### src/rtl/fir_out_capture.sv
// fir_out_capture: output-side receiver for the W4823 FIR core.
// Captures the raw FP29i accumulator word once per rising edge of the FIR
// valid level. Stage A normalizes the word and stage B rounds and packs it
// to IEEE FP16. Results are buffered in a small FIFO that is drained
// through a ready/valid handshake.
// Optional feature macro: FIR_OUT_ROUND_EN (round-to-nearest-even when
// defined, truncation when undefined).
module fir_out_capture #(
    parameter int FIFO_DEPTH = 4,
    parameter int CNT_W      = 16
) (
    input  logic                          clk,
    input  logic                          rst,
    input  logic                          fir_valid,
    input  logic [28:0]                   fir_dout_29i,
    output logic [15:0]                   out_data,
    output logic                          out_valid,
    input  logic                          out_ready,
    output logic [$clog2(FIFO_DEPTH):0]   fifo_level,
    output logic                          ovf_flag,
    input  logic                          ovf_clr,
    output logic [CNT_W-1:0]              sample_cnt
);

    localparam int AW = $clog2(FIFO_DEPTH);
    localparam int LW = AW + 1;

    // ------------------------------------------------------------------
    // Capture: edge detect on the FIR valid level
    // ------------------------------------------------------------------
    logic             vld_q_reg;
    logic             capture;
    logic [CNT_W-1:0] cnt_reg;

    assign capture = fir_valid & ~vld_q_reg;

    // vld_q resets high so a level already high at reset release is ignored
    always_ff @(posedge clk or posedge rst) begin
        if (rst) begin
            vld_q_reg <= 1'b1;
        end else begin
            vld_q_reg <= fir_valid;
        end
    end

    // Captured-sample counter, wraps naturally
    always_ff @(posedge clk or posedge rst) begin
        if (rst) begin
            cnt_reg <= '0;
        end else if (capture) begin
            cnt_reg <= cnt_reg + CNT_W'(1);
        end
    end

    assign sample_cnt = cnt_reg;

    // ------------------------------------------------------------------
    // Stage A: normalize the incoming mantissa
    // ------------------------------------------------------------------
    logic               in_sign;
    logic [5:0]         in_exp;
    logic [21:0]        in_mant;
    logic [4:0]         lz_next;
    logic [21:0]        m_norm;
    logic signed [6:0]  e_norm;
    logic               unused_norm;

    assign in_sign = fir_dout_29i[28];
    assign in_exp  = fir_dout_29i[27:22];
    assign in_mant = fir_dout_29i[21:0];

    // Leading-zero count: the highest set bit wins; m==0 is flagged separately
    always_comb begin
        lz_next = 5'd21;
        for (int i = 0; i < 22; i++) begin
            if (in_mant[i]) begin
                lz_next = 5'(21 - i);
            end
        end
    end

    assign m_norm = in_mant << lz_next;
    assign e_norm = $signed({1'b0, in_exp}) - $signed({2'b00, lz_next});

    logic               a_valid_reg;
    logic               a_sign_reg;
    logic               a_zero_reg;
    logic signed [6:0]  a_exp_reg;
    logic [9:0]         a_frac_reg;
`ifdef FIR_OUT_ROUND_EN
    logic               a_guard_reg;
    logic               a_sticky_reg;

    // The hidden bit m_norm[21] is implied by normalization
    assign unused_norm = m_norm[21];

    // Guard and sticky are only kept when rounding is enabled
    always_ff @(posedge clk or posedge rst) begin
        if (rst) begin
            a_guard_reg  <= 1'b0;
            a_sticky_reg <= 1'b0;
        end else if (capture) begin
            a_guard_reg  <= m_norm[10];
            a_sticky_reg <= |m_norm[9:0];
        end
    end
`else
    // Truncation discards everything below the FP16 fraction
    assign unused_norm = ^{m_norm[21], m_norm[10:0]};
`endif

    // Stage A register: loads on the capture clock
    always_ff @(posedge clk or posedge rst) begin
        if (rst) begin
            a_valid_reg <= 1'b0;
            a_sign_reg  <= 1'b0;
            a_zero_reg  <= 1'b0;
            a_exp_reg   <= '0;
            a_frac_reg  <= '0;
        end else begin
            a_valid_reg <= capture;
            if (capture) begin
                a_sign_reg <= in_sign;
                a_zero_reg <= (in_mant == 22'd0);
                a_exp_reg  <= e_norm;
                a_frac_reg <= m_norm[20:11];
            end
        end
    end

    // ------------------------------------------------------------------
    // Stage B: rebias, round, detect overflow/underflow, pack FP16
    // ------------------------------------------------------------------
    logic signed [7:0]  exp_b;
    logic signed [7:0]  exp_r;
    logic               round_up;
    logic [10:0]        frac_sum;
    logic [15:0]        result_next;

`ifdef FIR_OUT_ROUND_EN
    assign round_up = a_guard_reg & (a_sticky_reg | a_frac_reg[0]);
`else
    assign round_up = 1'b0;
`endif

    // FP29i bias 31 with mantissa scaled by 2^-21 maps to FP16 bias 15 as E = e' - 16
    always_comb begin
        exp_b       = $signed({a_exp_reg[6], a_exp_reg}) - 8'sd16;
        frac_sum    = {1'b0, a_frac_reg} + {10'd0, round_up};
        exp_r       = exp_b + $signed({7'd0, frac_sum[10]});
        result_next = {a_sign_reg, exp_r[4:0], frac_sum[9:0]};
        if (a_zero_reg || (exp_b <= 8'sd0)) begin
            // Rounding never lowers E, so checking before rounding covers both
            result_next = {a_sign_reg, 15'h0000};
        end else if (exp_r >= 8'sd31) begin
            result_next = {a_sign_reg, 5'h1F, 10'h000};
        end
    end

    logic        b_valid_reg;
    logic [15:0] b_data_reg;

    // Stage B register: packed result one clock after stage A
    always_ff @(posedge clk or posedge rst) begin
        if (rst) begin
            b_valid_reg <= 1'b0;
            b_data_reg  <= '0;
        end else begin
            b_valid_reg <= a_valid_reg;
            if (a_valid_reg) begin
                b_data_reg <= result_next;
            end
        end
    end

    // ------------------------------------------------------------------
    // Output FIFO
    // ------------------------------------------------------------------
    logic [15:0]   mem_reg [FIFO_DEPTH];
    logic [AW-1:0] wr_ptr_reg;
    logic [AW-1:0] rd_ptr_reg;
    logic [LW-1:0] level_reg;
    logic          ovf_reg;
    logic          full;
    logic          rd_en;
    logic          wr_en;
    logic          wr_drop;

    assign full    = (level_reg == LW'(FIFO_DEPTH));
    assign rd_en   = out_valid & out_ready;
    assign wr_en   = b_valid_reg & (~full | rd_en);
    assign wr_drop = b_valid_reg & full & ~rd_en;

    // Storage array: no reset needed, unread entries are never exposed
    always_ff @(posedge clk) begin
        if (wr_en) begin
            mem_reg[wr_ptr_reg] <= b_data_reg;
        end
    end

    // Pointers and occupancy; simultaneous read and write keeps the level
    always_ff @(posedge clk or posedge rst) begin
        if (rst) begin
            wr_ptr_reg <= '0;
            rd_ptr_reg <= '0;
            level_reg  <= '0;
        end else begin
            if (wr_en) begin
                wr_ptr_reg <= wr_ptr_reg + AW'(1);
            end
            if (rd_en) begin
                rd_ptr_reg <= rd_ptr_reg + AW'(1);
            end
            case ({wr_en, rd_en})
                2'b10:   level_reg <= level_reg + LW'(1);
                2'b01:   level_reg <= level_reg - LW'(1);
                default: level_reg <= level_reg;
            endcase
        end
    end

    // Sticky overflow flag; a drop wins over a simultaneous clear
    always_ff @(posedge clk or posedge rst) begin
        if (rst) begin
            ovf_reg <= 1'b0;
        end else if (wr_drop) begin
            ovf_reg <= 1'b1;
        end else if (ovf_clr) begin
            ovf_reg <= 1'b0;
        end
    end

    assign out_valid  = (level_reg != '0);
    // Head is gated to zero when empty so the output is defined after reset
    assign out_data   = out_valid ? mem_reg[rd_ptr_reg] : 16'h0000;
    assign fifo_level = level_reg;
    assign ovf_flag   = ovf_reg;

endmodule
### config.mk
export PLATFORM = sky130hd
export DESIGN_NAME = fir_out_capture
export DESIGN_NICKNAME = d
export VERILOG_FILES = /design/src/rtl/fir_out_capture.sv
export SDC_FILE = /design/constraint.sdc
export NUM_CORES = 1
export LEC_CHECK = 0
export ABC_AREA = 1
export CAP_MARGIN = 0
export CORE_MARGIN = 5
export CORE_UTILIZATION = 39
export CTS_CLUSTER_DIAMETER = 60
export DETAILED_ROUTE_END_ITERATION = 8
export MAX_ROUTING_LAYER = met4
export PLACE_DENSITY_LB_ADDON = 0.05
export SYNTH_ARGS = -nofsm -noshare
export SYNTH_HDL_FRONTEND = slang
export SYNTH_SLANG_ARGS = --single-unit
### constraint.sdc
create_clock -name clk -period 2.15 [get_ports clk]
set_input_delay 0.645 -clock clk [delete_from_list [all_inputs] [get_ports clk]]
set_output_delay 0.645 -clock clk [all_outputs]
set_load 0.01 [all_outputs]
Word-level counts from Yosys, hierarchy flattened
Memories as Yosys holds them, arrays and structs flattened. Cells that the tools add are included.

Output and inout bits: 37. Input port bits: 34. Bits in writable memories: 64. Memories kept: 1. Flip-flop bits (word level): 62.

Muxes and demuxes: 29. Eq/ne operators: 3. Reductions and logical operators: 5. Add/sub/neg operators: 7. Bitwise gates (word level): 9. Order comparisons: 2. Shift operators: 1.

Memories: mem_reg (depth 4, bits a word 16, read ports 1, clocked after Yosys merged registers in 0, write ports 1, line 179) `logic [15:0] mem_reg [FIFO_DEPTH];`.

Operators by type and width (count): 5-bit two-way mux (20); 15-bit two-way mux (2); 22-bit zero test (1); 22-bit by 5-bit << shifter with 21-bit output (1); 16-bit by 1-bit adder with 16-bit output (second input constant) (1); 16-bit two-way mux (1); 8-bit by 6-bit >= comparator with 1-bit output (second input constant) (1); 8-bit by 1-bit <= comparator with 1-bit output (second input constant) (1); 7-bit by 6-bit subtractor with 8-bit output (second input constant) (1); 6-bit by 5-bit subtractor with 7-bit output (1); 3-bit one-hot mux with 2 select lines (1); 1-bit AND (5); 1-bit two-way mux (5); 2-bit by 1-bit adder with 2-bit output (second input constant) (2); 2-bit nonzero test (2); 3-bit by 1-bit adder with 3-bit output (second input constant) (1); 3-bit equality test (second input constant) (1); 1-bit inverter (3); 3-bit nonzero test (1); 3-bit by 1-bit subtractor with 3-bit output (second input constant) (1); 2-bit by 1-bit equality test with 1-bit output (second input constant) (1); 2-bit equality test (second input constant) (1); 1-bit logical OR (1); 1-bit bitwise OR (1).

Longest topological paths before layout
Depth in word-level cells: 22. Mapped depth: 31. Gate-level depth less buffers: 30.

Worst setup path after synthesis
Ideal clock, no wire load.

Path kind: input port to flip-flop. From: in fir_dout_29i[2]. To: reg a_exp_reg[6]. Slack: -0.743 ns. Stages on the path: 29. Data arrival time: 2.757 ns. Path buffers: 1. Path through: inv_2 -> nand2_1 -> nand2_1 -> nand2_1 -> nand2_1 -> nand2_1 -> nand2_1 -> nand2_1 -> nand2_1 -> nand2_1 -> nand2_1 -> nand2_1 -> nand2_1 -> nand2_1 -> nand2_1 -> nand2_1 -> nand2_1 -> nand2_1 -> nand2_2 -> nand2_2 -> buf_4 -> ha_1 -> fa_1 -> o21ai_0 -> nand2_1 -> nand2_1 -> a211oi_1 -> nand2_1 -> o21ai_0.

Cells in the longest elaborated chain, start to end: 21.

Ends and longest elaborated chain: start, declared (line 15) `input logic [28:0] fir_dout_29i,`; 5-bit two-way mux (20 in series) (line 76) `if (in_mant[i]) begin`; 6-bit by 5-bit subtractor with 7-bit output (line 83) `assign e_norm = $signed({1'b0, in_exp}) - $signed({2'b00, lz_next});`; end signal, assigned (line 125) `a_exp_reg <= e_norm;`; end, declared (line 88) `logic signed [6:0] a_exp_reg;`.

Every way passes these cells. A chain may end at the register's enable or synchronous reset.

Worst setup path in the final report
From: in fir_dout_29i[7]. To: reg a_exp_reg[5].

Cells in the longest elaborated chain, start to end: 16.

Ends and longest elaborated chain (line): 5-bit two-way mux (15 in series) (76); 6-bit by 5-bit subtractor with 7-bit output (83).

Every way passes these cells.

==> qor.csv <==
stage,metric,value,unit
timing,fmax,0.3814,GHz
timing,setup_viol,32,
floorplan,design.core.area,0.01652,sq mm
floorplan,dieArea,0.01944,sq mm
final_layout,largest_reg_flops,64,
critical_path,worst-setup-path-type,input pin to register,
synth,synth.most_common_cell,nand2_1,
floorplan,die_h,139.4,um
final_layout,fillers,1394,
outcome,violations,negative setup slack,
place,dp_cells,1098,
global_routing,grt-ovfl-total,0,
timing,hold_violations,0,
place,io_buffers,70,
power_and_ir_drop,power.leakage,4.526,nW
cts,cts-buffers-inserted,17,
drt,ant_nets,0,
global_routing,grt_usage,0.1830,
critical_path,cpMostUsedCell,nand2_1,
drt,post_drt_wl_per_cell,15.06,um
place,hpwl,11.25,mm
cts,htreeDepth,4,
critical_path,r2r_setup_slack,150,ps
cts,ctsHoldBuffers,0,
drt,drc,0,
timing,tightestPinTransition,352.4,ps
timing,fin_ws,-471.7,ps
timing,slew_headroom,0.7650,
power_and_ir_drop,power.total,10.66,mW
final_layout,layout.cells.non_filler,1186,
final_layout,final_nets,1002,
place,gp_congestion,0.9095,
final_layout,fin_util,0.6104,
global_routing,grt_pass1_vias,5787,
synth,ys_top_cells_by_area,"edfxtp_1 29%, dfrtp_1 23%, nand2_1 8.6%, nand3_1 7.0%, nor2_1 6.0%",
synth,ys_seq_elements,126,
floorplan,die_w,139.4,um
global_routing,grt_first_pass_wirelength,27.91,mm
cts,clk_latency,420,ps
synth,yosys_warnings,0,
timing,period_needed,2622,ps
final_layout,diodes,0,
critical_path,cp-start-kind,input pin,
cts,clk_pin_slew,60,ps
timing,rsz0062_at_grt,true,
synth,synth_common_cells,"149 x nand2_1, 105 x nor2_1, 92 x inv_1, 92 x nand3_1, 64 x edfxtp_1",
synth,syn_avg_cell_area,8.675,sq um
critical_path,cp_max_fo,2,
synth,synth_async_sr_flop_share,0.4921,
cts,tritoncts,done,
synth,synth_ff_type,edfxtp_1,
drt,drt_wl_total,17.87,mm
critical_path,cp_slowest_cell,dlygate4sd2_1,
final_layout,drive_above_1_share,0.3685,
drt,drt-vias-per-instance,4.888,
drt,num_vias,5797,
global_routing,grt_max_degree,63,
global_routing,grt_antenna_before_repair,0,
floorplan,initial_core_util,0.3953,
power_and_ir_drop,ir_worst_vdd,0.7492,mV
drt,drt_iter0_drc,187,
synth,synth_edf_count,64,
drt,dr.pass1.iters,4,
synth,synth_area,0.006533,sq mm
critical_path,cp-end-kind,register,
timing,finalCritPeriodShare,1.219,
flow_run,cap_viol_max_count,0,
synth,yosysSeqAreaShare,0.5319,
synth,synth_fp_nets,802,
synth,syn-instance-count,753,
outcome,outcome,finished with violations,
synth,synth_top_area_share,0.2942,
timing,fin_skew,18.33,ps
cts,cts_buffer_depth,2,
timing,slew_violations,0,
cts,cts-root-buf,clkbuf_16,
cts,cts.sinks,126,
critical_path,cp_slowest_stage_delay,240,ps
critical_path,cp.arrival,2920,ps
synth,yosysUniqueCellTypes,39,
synth,yosysTopAreaCell,edfxtp_1,
floorplan,io_pins,71,
critical_path,path_cells,dlygate4sd2_1 -> nor2_1 -> o31ai_4 -> nand2_1 -> nand2_1 -> nand2_1 -> nand2_1 -> nand2_1 -> nand2_1 -> nand2_1 -> nor2_2 -> inv_2 -> ha_4 -> inv_1 -> nor2_4 -> o31ai_4 -> nor2_1 -> inv_1 -> nand2_1 -> a21oi_2 -> nand2_1 -> nand2_1 -> o22ai_1,
power_and_ir_drop,power_density,1057,mW/mm^2
worst_hold_path,hold_path.class,register to register,
critical_path,required,2450,ps
floorplan,fp-row-count,47,
final_layout,syn_to_final_growth,54.42,%
[cells by family (layout without fill, tap and decap cells)]
kind of cell / after synthesis / after routing / synth area share
AO/OA/AOI/OAI: 93 / 93 / 0.08351
adder cells (fa/ha/maj): 15 / 15 / 0.03103
AND/OR/NAND/NOR: 368 / 368 / 0.2425
XOR/XNOR: 22 / 22 / 0.02950
multiplexers: 1 / 1 / 0.001724
flip-flops: 126 / 126 / 0.5319
buffers and inverters: 128 / 341 / 0.07987
[power breakdown]
group	switching, mW	total, mW	internal (mW)
clock network	1.07	2.95	1.87
logic	2.24	4.41	2.17
registers	0.301	3.30	3.00
total	3.62	10.7	7.05
[placed cells by master (no fill, tap or decap), types with 7 or more instances in the layout]
master / count
dfrtp_1: 60
nor2_1: 60
nand3_2: 42
clkbuf_16: 22
inv_1: 88
nand2_1: 124
nor2_2: 25
nand3_1: 54
nand2_4: 8
ha_1: 11
o21ai_1: 27
buf_6: 13
buf_4: 104
o32ai_1: 10
o21ai_0: 7
buf_2: 16
a21oi_1: 14
a21oi_2: 9
nand2_2: 20
nor2_4: 20
clkdlybuf4s50_1: 44
edfxtp_1: 64
o21ai_2: 9
xnor2_1: 7
xor2_1: 13
o22ai_1: 7
buf_12: 16
[critical path, delay by kind of cell]
family / cells / cell delay (ps)
buffers and inverters: 4 / 470
adders and majority gates: 1 / 190
and+or+nand+nor: 14 / 1040
AOI/OAI and AO/OA: 4 / 580
[layer usage]
layer | vias to the layer above | track usage | wire length, um | part of all wire
met1 | 2753 | 0.2134 | 7423 | 0.42
met3 | 38 | 0.03945 | 526 | 0.029
li1 | 2883 | - | - | -
met4 | 0 | 0.07827 | 611 | 0.034
met2 | 123 | 0.3061 | 9305 | 0.52
met5 | - | - | 0 | 0
[through the flow]
step           hold slack, ps  cell area [sq um]  setup TNS, ps  setup slack [ps]
2_1_floorplan           351.9               6634          -3803            -563.4
3_3_place_gp            451.7               8204         -24560             -1253
3_5_place_dp            464.8               8204         -25810             -1299
4_1_cts                 474.0               9572          -9521            -513.9
5_1_grt                 502.9              10090         -12540            -731.2
6_report                469.2              10090          -8122            -471.7
[final timing paths]
| path | startpoint | to | cells after the start |
|---|---|---|---|
| worst min-delay path | sample_cnt[15]$_DFFE_PP0P_ | sample_cnt[15]$_DFFE_PP0P_ | 1 |
| worst min register to register | sample_cnt[15]$_DFFE_PP0P_ | sample_cnt[15]$_DFFE_PP0P_ | 1 |
| worst max-delay path | fir_dout_29i[7] | a_exp_reg[5]$_DFFE_PP0P_ | 23 |
| max in group asynchronous | rst | rd_ptr_reg[0]$_DFFE_PP0P_ | 3 |
| worst max register to register | fifo_level[0]$_DFFE_PP0P_ | fifo_level[2]$_DFFE_PP0P_ | 11 |
| min in group asynchronous | rst | sample_cnt[15]$_DFFE_PP0P_ | 3 |
[layout make-up]
class | instances | area (sq um) | area share
Clock buffer | 18 | 439.2 | 0.04354
Clock inverter | 14 | 180.2 | 0.01786
Inverter | 96 | 391.6 | 0.03882
Multi-Input combinational cell | 499 | 3231 | 0.3203
Sequential cell | 126 | 3476 | 0.3446
Tap cell | 220 | 275.3 | 0.02729
Timing Repair Buffer | 213 | 2095 | 0.2076
[timing repair]
| action | in CTS | in global routing |
|---|---|---|
| pin swaps | 49 | 83 |
| setup buffers | 43 | 14 |
| resized for setup | 205 | 134 |
| endpoints found under the setup margin | 35 | 38 |
| cloned | 4 | 6 |
Power figures use the tool's default switching activity.
